<file path="config.mk">
export PLATFORM = sky130hd
export DESIGN_NAME = hazard_controller
export DESIGN_NICKNAME = d
export VERILOG_FILES = /design/src/rtl/hazard_controller.sv
export SDC_FILE = /design/constraint.sdc
export NUM_CORES = 1
export LEC_CHECK = 0
export ABC_AREA = 1
export CORE_MARGIN = 2
export CORE_UTILIZATION = 46
export DETAILED_ROUTE_END_ITERATION = 16
export MAX_ROUTING_LAYER = met4
export PLACE_DENSITY = 0.81
export SLEW_MARGIN = 10
export SYNTH_ARGS = -nofsm -noshare
export SYNTH_HDL_FRONTEND = slang
export SYNTH_SLANG_ARGS = --single-unit
</file>
<file path="constraint.sdc">
create_clock -name Clock -period 1.9 [get_ports Clock]
set_input_delay 0.19 -clock Clock [delete_from_list [all_inputs] [get_ports Clock]]
set_output_delay 0.19 -clock Clock [all_outputs]
set_load 0.005 [all_outputs]
</file>
<file path="src/rtl/hazard_controller.sv">
// Pipeline hazard controller: decides load-use/branch stalls, taken-branch flushes and
// whole-pipe freezes on memory stalls, and keeps saturating stall/flush counters.
module hazard_controller (
  input  logic        Clock,
  input  logic        Reset,
  input  logic [31:0] ID_Instruction,
  input  logic        IDEX_MemRead,
  input  logic        IDEX_RegWrite,
  input  logic [4:0]  IDEX_WriteReg,
  input  logic        EXMEM_MemRead,
  input  logic [4:0]  EXMEM_WriteReg,
  input  logic        BranchTaken,
  input  logic        MemBusy,
  output logic        PCWrite,
  output logic        IFIDWrite,
  output logic        IDEXBubble,
  output logic        IFIDFlush,
  output logic        PipeFreeze,
  output logic [15:0] StallCount,
  output logic [15:0] FlushCount,
  output logic        dbg_state,
  output logic        dbg_remaining
);

  typedef enum logic {ST_RUN = 1'b0, ST_STALL = 1'b1} state_t;

  state_t      state_q, state_d;
  logic        remaining_q, remaining_d;
  logic [5:0]  opcode;
  logic [4:0]  rs, rt;
  logic        rs_used, rt_used, is_branch;
  logic        idex_hit, exmem_hit;
  logic [1:0]  stall_n;

  assign opcode = ID_Instruction[31:26];
  assign rs     = ID_Instruction[25:21];
  assign rt     = ID_Instruction[20:16];

  // Source decode and required stall depth for the instruction sitting in ID.
  always_comb begin
    rs_used   = !(opcode == 6'h02 || opcode == 6'h03 || opcode == 6'h0F);
    rt_used   = (opcode == 6'h00 || opcode == 6'h04 || opcode == 6'h05 || opcode == 6'h2B);
    is_branch = (opcode == 6'h04 || opcode == 6'h05);
    idex_hit  = (IDEX_WriteReg != 5'd0) &&
                ((rs_used && rs == IDEX_WriteReg) || (rt_used && rt == IDEX_WriteReg));
    exmem_hit = (EXMEM_WriteReg != 5'd0) &&
                ((rs_used && rs == EXMEM_WriteReg) || (rt_used && rt == EXMEM_WriteReg));
    stall_n   = 2'd0;
    if (is_branch && IDEX_RegWrite && idex_hit && IDEX_MemRead)
      stall_n = 2'd2;
    else if (is_branch && IDEX_RegWrite && idex_hit)
      stall_n = 2'd1;
    else if (is_branch && EXMEM_MemRead && exmem_hit)
      stall_n = 2'd1;
    else if (!is_branch && IDEX_MemRead && idex_hit)
      stall_n = 2'd1;
  end

  always_ff @(posedge Clock) begin
    if (Reset) begin
      state_q     <= ST_RUN;
      remaining_q <= 1'b0;
    end else begin
      state_q     <= state_d;
      remaining_q <= remaining_d;
    end
  end

  // A two-deep stall parks in STALL for exactly one extra cycle; MemBusy holds everything.
  always_comb begin
    state_d     = state_q;
    remaining_d = remaining_q;
    if (!MemBusy) begin
      case (state_q)
        ST_RUN: begin
          if (stall_n == 2'd2) begin
            state_d     = ST_STALL;
            remaining_d = 1'b1;
          end
        end
        ST_STALL: begin
          state_d     = ST_RUN;
          remaining_d = 1'b0;
        end
        default: begin
          state_d     = ST_RUN;
          remaining_d = 1'b0;
        end
      endcase
    end
  end

  always_comb begin
    PCWrite    = 1'b1;
    IFIDWrite  = 1'b1;
    IDEXBubble = 1'b0;
    IFIDFlush  = 1'b0;
    PipeFreeze = 1'b0;
    if (Reset) begin
      PCWrite = 1'b1;
    end else if (MemBusy) begin
      PCWrite    = 1'b0;
      IFIDWrite  = 1'b0;
      PipeFreeze = 1'b1;
    end else if (state_q == ST_STALL || stall_n != 2'd0) begin
      // Taken branches are ignored while bubbling: the branch is re-evaluated after the stall.
      PCWrite    = 1'b0;
      IFIDWrite  = 1'b0;
      IDEXBubble = 1'b1;
    end else begin
      IFIDFlush = BranchTaken;
    end
  end

  // Counters only see bubble/flush, both of which are forced low during a freeze.
  always_ff @(posedge Clock) begin
    if (Reset) begin
      StallCount <= 16'd0;
      FlushCount <= 16'd0;
    end else begin
      if (IDEXBubble && StallCount != 16'hFFFF) StallCount <= StallCount + 16'd1;
      if (IFIDFlush && FlushCount != 16'hFFFF)  FlushCount <= FlushCount + 16'd1;
    end
  end

  assign dbg_state     = state_q;
  assign dbg_remaining = remaining_q;

endmodule

</file>
; ---- Word-level counts from Yosys, hierarchy flattened
; Index checks and enable logic that the tools add are counted.
[classes]
addsub = 2
eq_ne = 14
n_mux = 19
bitwise_logic = 2
n_reduce_logical = 31
[ops]
columns = op, count
row1 = 16-bit by 1-bit adder with 16-bit output (second input constant), 2
row2 = 16-bit != test (second input constant), 2
row3 = 5-bit == test, 4
row4 = 1-bit 2-to-1 mux, 16
row5 = 1-bit logical AND, 15
row6 = 6-bit by 2-bit == test with 1-bit output (second input constant), 2
row7 = 6-bit by 3-bit == test with 1-bit output (second input constant), 2
row8 = 5-bit nonzero test, 2
row9 = 1-bit logical OR, 9
row10 = 6-bit by 4-bit == test with 1-bit output (second input constant), 1
row11 = 6-bit == test (second input constant), 1
row12 = 6-bit zero test, 1
row13 = 1-bit one-hot mux with 2 select lines, 2
row14 = 2-bit == test (second input constant), 1
row15 = 1-bit zero test, 2
row16 = 2-bit 2-to-1 mux, 1
row17 = 2-bit != test (second input constant), 1
row18 = 1-bit NOT, 2
row19 = 2-bit AND reduction, 1
row20 = 2-bit nonzero test, 1
[totals]
ff_bits = 34

; ---- Longest topological paths before layout
; Gate-level depths: netlist of the first run.
[depth]
word_depth = 18
depth_mapped = 14

; ---- Worst setup path after synthesis of the first run
; Ideal clock, no wire load.
[synth_path]
path_kind = reg2reg
start = register StallCount[0]
end = register StallCount[12]
setup_time_ps = 69
arrival_ps = 1700
t_required_ps = 1831
setup_slack_ps = 131
stages_incl_launch_ff = 11
n_path_buf = 1
cell_sequence = dfxtp_1 ha_1 nand2_1 nor3_2 nand4_1 nor2_2 inv_1 nand4_2 buf_6 nand2_1 a21oi_2
[synth_between]
elab_chain_cells = 2
word_cells_on_any_way = 3
cone_classes = add/sub: 1 / eq/ne: 1 / reduce/logical: 1
[synth_lines]
columns = element, line
row1 = "start, declared", 19  ; output logic [15:0] StallCount,
row2 = "start signal, assigned", 121  ; if (IDEXBubble && StallCount != 16'hFFFF) StallCount <= StallCount + 16'd1;
row3 = branches (longest 2 deep; another with 16-bit by 1-bit adder with 16-bit output), -
; Several ways; the timed one is not identified.
; A chain may end at the register's enable or synchronous reset.

; ---- Worst setup path in the final report of the first run
[layout_path]
start = input ID_Instruction[30]
end = output IDEXBubble
[layout_between]
elab_chain_cells = 17
word_cells_on_any_way = 39
cone_classes = eq/ne: 6 / mux: 7 / reduce/logical: 26
[layout_lines]
columns = element, line
row1 = "start, declared", 6  ; input logic [31:0] ID_Instruction,
row2 = "6-bit by 2-bit == test with 1-bit output, or another cell as far along", 41  ; rs_used = !(opcode == 6'h02 || opcode == 6'h03 || opcode == 6'h0F);
row3 = 1-bit logical OR (on tied branches) (2 in series), "41, 42"
row4 = 1-bit zero test / 1-bit logical OR (equally long branches), "41, 42"
row5 = 1-bit logical AND, 45  ; ((rs_used && rs == IDEX_WriteReg) || (rt_used && rt == IDEX_WriteReg));
row6 = 1-bit logical OR, 45
row7 = 1-bit logical AND, 44  ; idex_hit = (IDEX_WriteReg != 5'd0) &&
row8 = 1-bit logical AND, 55  ; else if (!is_branch && IDEX_MemRead && idex_hit)
row9 = 1-bit 2-to-1 mux, 55
row10 = 1-bit 2-to-1 mux, 53  ; else if (is_branch && EXMEM_MemRead && exmem_hit)
row11 = 1-bit 2-to-1 mux, 51  ; else if (is_branch && IDEX_RegWrite && idex_hit)
row12 = 2-bit 2-to-1 mux (*), 49  ; if (is_branch && IDEX_RegWrite && idex_hit && IDEX_MemRead)
row13 = 2-bit nonzero test (*), 105  ; end else if (state_q == ST_STALL || stall_n != 2'd0) begin
row14 = 1-bit logical OR (*), 105
row15 = 1-bit 2-to-1 mux (*), 105
row16 = 1-bit 2-to-1 mux (*), 101  ; end else if (MemBusy) begin
row17 = 1-bit 2-to-1 mux (*), 99  ; if (Reset) begin
row18 = "end, declared", 16  ; output logic IDEXBubble,
; Every way passes the cells marked *; elsewhere a longest branch is shown, timed or not.

==> results of run 1 <==
==> per-stage QoR <==
step           setup slack [ps]  hold slack [ps]  total power, mW   util
4_1_cts                    23.8              486             1.53  0.666
3_5_place_dp               -562              471            0.974  0.650
6_report                    119              481             1.53  0.675
5_1_grt                    7.28              503             1.60  0.675
2_1_floorplan               131              394            0.841      -
3_3_place_gp               -437              456            0.968  0.650
==> synthesized netlist by cell type, drive strengths merged <==
library cell    n  area [sq um]
nand2         100           405
inv            48           180
nor2           39           174
dfxtp          34           681
a21oi          33           203
xor2           27           236
nand3          25           160
nand4          22           150
xnor2          13           114
nor3           10          60.1
o21ai           9          48.8
buf             6          63.8
nor4            4          31.3
clkbuf          2          7.51
dlygate4sd3     2          20.0
ha              2          25.0
dlymetal6s2s    1          12.5
nor4b           1          8.76
==> layout make-up <==
type                    instances  area (sq um)
well taps                      72          90.1
clock inverters                 2          12.5
flip-flops and latches         34           683
clock buffers                   6          82.6
fillers                       499          1780
multi-input cells             285          1690
repair buffers                104           953
inverters                      48           180
==> cell families after synthesis <==
family | after synthesis
and+or+nand+nor | 201
buffers and inverters | 59
AOI/OAI and AO/OA | 42
xor gates and xnor gates | 40
DFF | 34
adders and majority gates | 2
==> repair_timing <==
action | 4_1_cts | 5_1_grt
setup endpoints to repair | 20 | 21
pin swaps | 11 | 8
endpoints found under the hold margin | 0 | 0
buffers inserted | 0 | 1
hold buffers | 0 | 0
gates resized for setup | 50 | 21
gates cloned | 0 | 0
==> report_power, final <==
group	internal [mW]	total, mW	switching, mW
registers	0.714	0.716	0.00142
logic	0.111	0.238	0.127
clock network	0.291	0.575	0.283
==> cells in the final DEF, fill, tap and decap left out, types with 15 or more instances in the layout <==
cell type / count
nand2_2: 15
xor2_1: 27
nand2_1: 85
dlygate4sd2_1: 21
inv_1: 42
nand4_1: 20
buf_4: 30
clkdlybuf4s50_1: 41
nor2_1: 29
dfxtp_1: 32
a21oi_1: 21
nand3_1: 18
==> path summary, 6_finish.rpt <==
path | startpoint | endpoint | slack, ps
max | ID_Instruction[30] | IDEXBubble | 120
min | dbg_state | dbg_state | 480
max reg2reg | FlushCount[0] | FlushCount[15] | 160
min reg2reg | dbg_state | dbg_state | 480
==> per-layer routing <==
| metal | up-vias | part of all wire | global-route usage | wire length, microns |
|---|---|---|---|---|
| met3 | 11 | 0.032 | 0.0318 | 227 |
| met2 | 63 | 0.52 | 0.435 | 3680 |
| met5 | - | 0 | - | 0 |
| met4 | 0 | 0.0087 | 0.0448 | 61 |
| li1 | 1423 | - | - | - |
| met1 | 1256 | 0.43 | 0.281 | 3050 |
==> worst max-delay path, stage by stage <==
cell and delay (ps):
dlygate4sd2_1 270, nor2_4 120, nand2_1 80, o21ai_2 160
nand3_1 100, nand2_2 110, nand3_4 80, nand3_4 90
buf_12 110, nand3_4 50, inv_1 60, clkdlybuf4s15_2 200
==> flip-flops by register name, summed over array words and instances, names as in the netlist <==
signal,cells
StallCount,16
dbg_remaining,1
dbg_state,1
FlushCount,16
==> impl_results.md, run 1 <==
* RSZ-0062 raised after global routing: false
* Largest net degree at the start of global routing at 29
* Initial antenna violation count at 0
* DRT Pass-1 Iters at 4
* Area share of and/or/nand/nor cells after synthesis at 0.383
* Synth Warn # at 0
* Clk_lat worst skew at 290 ps
* FF+latch count, synth at 34
* CP endpoint kind: output pin
* Setup violations, final at 0
* Post-synthesis sequential area ratio at 0.264
* Die span in x at 78.9 microns
* Via density at 5.00
* Fraction of layout instances using a drive strength above 1 at 0.221
* Chip height at 78.9 microns
* Post-Synth XOR/XNOR Area at 0.136
* Placed Cells at 542
* CTS Buf Count at 5
* # nets final at 529
* # IOs at 88
* DRT iter0 DRCs at 174
* Final period util at 0.938
* Crit-path max FO at 4
* Rel. slew slack at 0.762
* GP Congestion at 0.977
* Peak supply drop at 350 uV
* Mux share of post-synthesis cell area at 0
* H-tree depth at 2
* Adder-Cell Fraction of Synth Area at 0.00969
* CTS tree: built
* FP Rows at 27
* Remaining Overflow, GRT at 0
* Full die area at 0.00623 sq mm
* Post-Route WL at 7020 microns
* Peak Freq at 561 MHz
* Synth cell types at 31
* WL/cell at 12.7 microns
* Worst Path Arrival at 1590 ps
* Hold Vio Cnt, Final at 0
* Initial Util at 0.472
* Critical path class: in -> out
* Total core area at 0.00547 sq mm
* CTS root buf: clkbuf_8
* First-pass GRT wire length at 11800 microns
* Reg2Reg Depth at 8
* I/O Buffers at 71
* Total track usage at 0.238
* Final ANT Viol Nets at 0
* Fin cells at 551
* Critical Path Source Type: input port
* Clock sinks at 34
* Hpwl dp at 5350 microns
* HP Class: reg -> reg
* Req. time, crit path at 1710 ps
* Via Count at 2753
* Vias in the first global route at 2644
* Hold Path Stages at 2
* Compound-gate portion of the synthesized area at 0.0974
* Synth Area per Inst at 6.83 sq um
* Max cap viols at 0
* Final routed DRC violation total at 0
* Post-Synthesis Cells at 378
* Final TNS setup at 0 ps
* Max-slew violations at 0
* Synthesized cell area at 0.00258 sq mm
* Final instance area at 0.00369 sq mm
* CTS clk-pin slew, worst paths at 70 ps
* Antenna cells at 0
* Leak pwr at 1.43 nW
* Post-synthesis net count at 429
* DP Area at 0.00356 sq mm
* Largest family of logic cells by synthesized area: simple AND/OR/NAND/NOR gates
* Fin crit period at 1780 ps
* Worst Skew at 8.89 ps
* Pwr Density at 414 mW/mm^2
* Worst-Margin Slew at 358 ps
* Clock tree buffer depth at 2
* Run status: complete, no violations
* Layout area overhead at 43.0%
No activity file was read; power rests on OpenSTA's default activity.
==> inputs of run 2 (changes only) <==
--- a/config.mk
+++ b/config.mk
@@ -15,3 +15,4 @@
 export SYNTH_ARGS = -nofsm -noshare
 export SYNTH_HDL_FRONTEND = slang
 export SYNTH_SLANG_ARGS = --single-unit
+export TNS_END_PERCENT = 30
==> results of run 2 <==
Final layout, timing and power as in run 1 (identical DEF).
==> inputs of run 3 (changes only) <==
--- a/config.mk
+++ b/config.mk
@@ -6,6 +6,7 @@
 export NUM_CORES = 1
 export LEC_CHECK = 0
 export ABC_AREA = 1
+export CAP_MARGIN = 20
 export CORE_MARGIN = 2
 export CORE_UTILIZATION = 46
 export DETAILED_ROUTE_END_ITERATION = 16
==> results of run 3 <==
Final layout, timing and power as in run 1 (identical DEF).
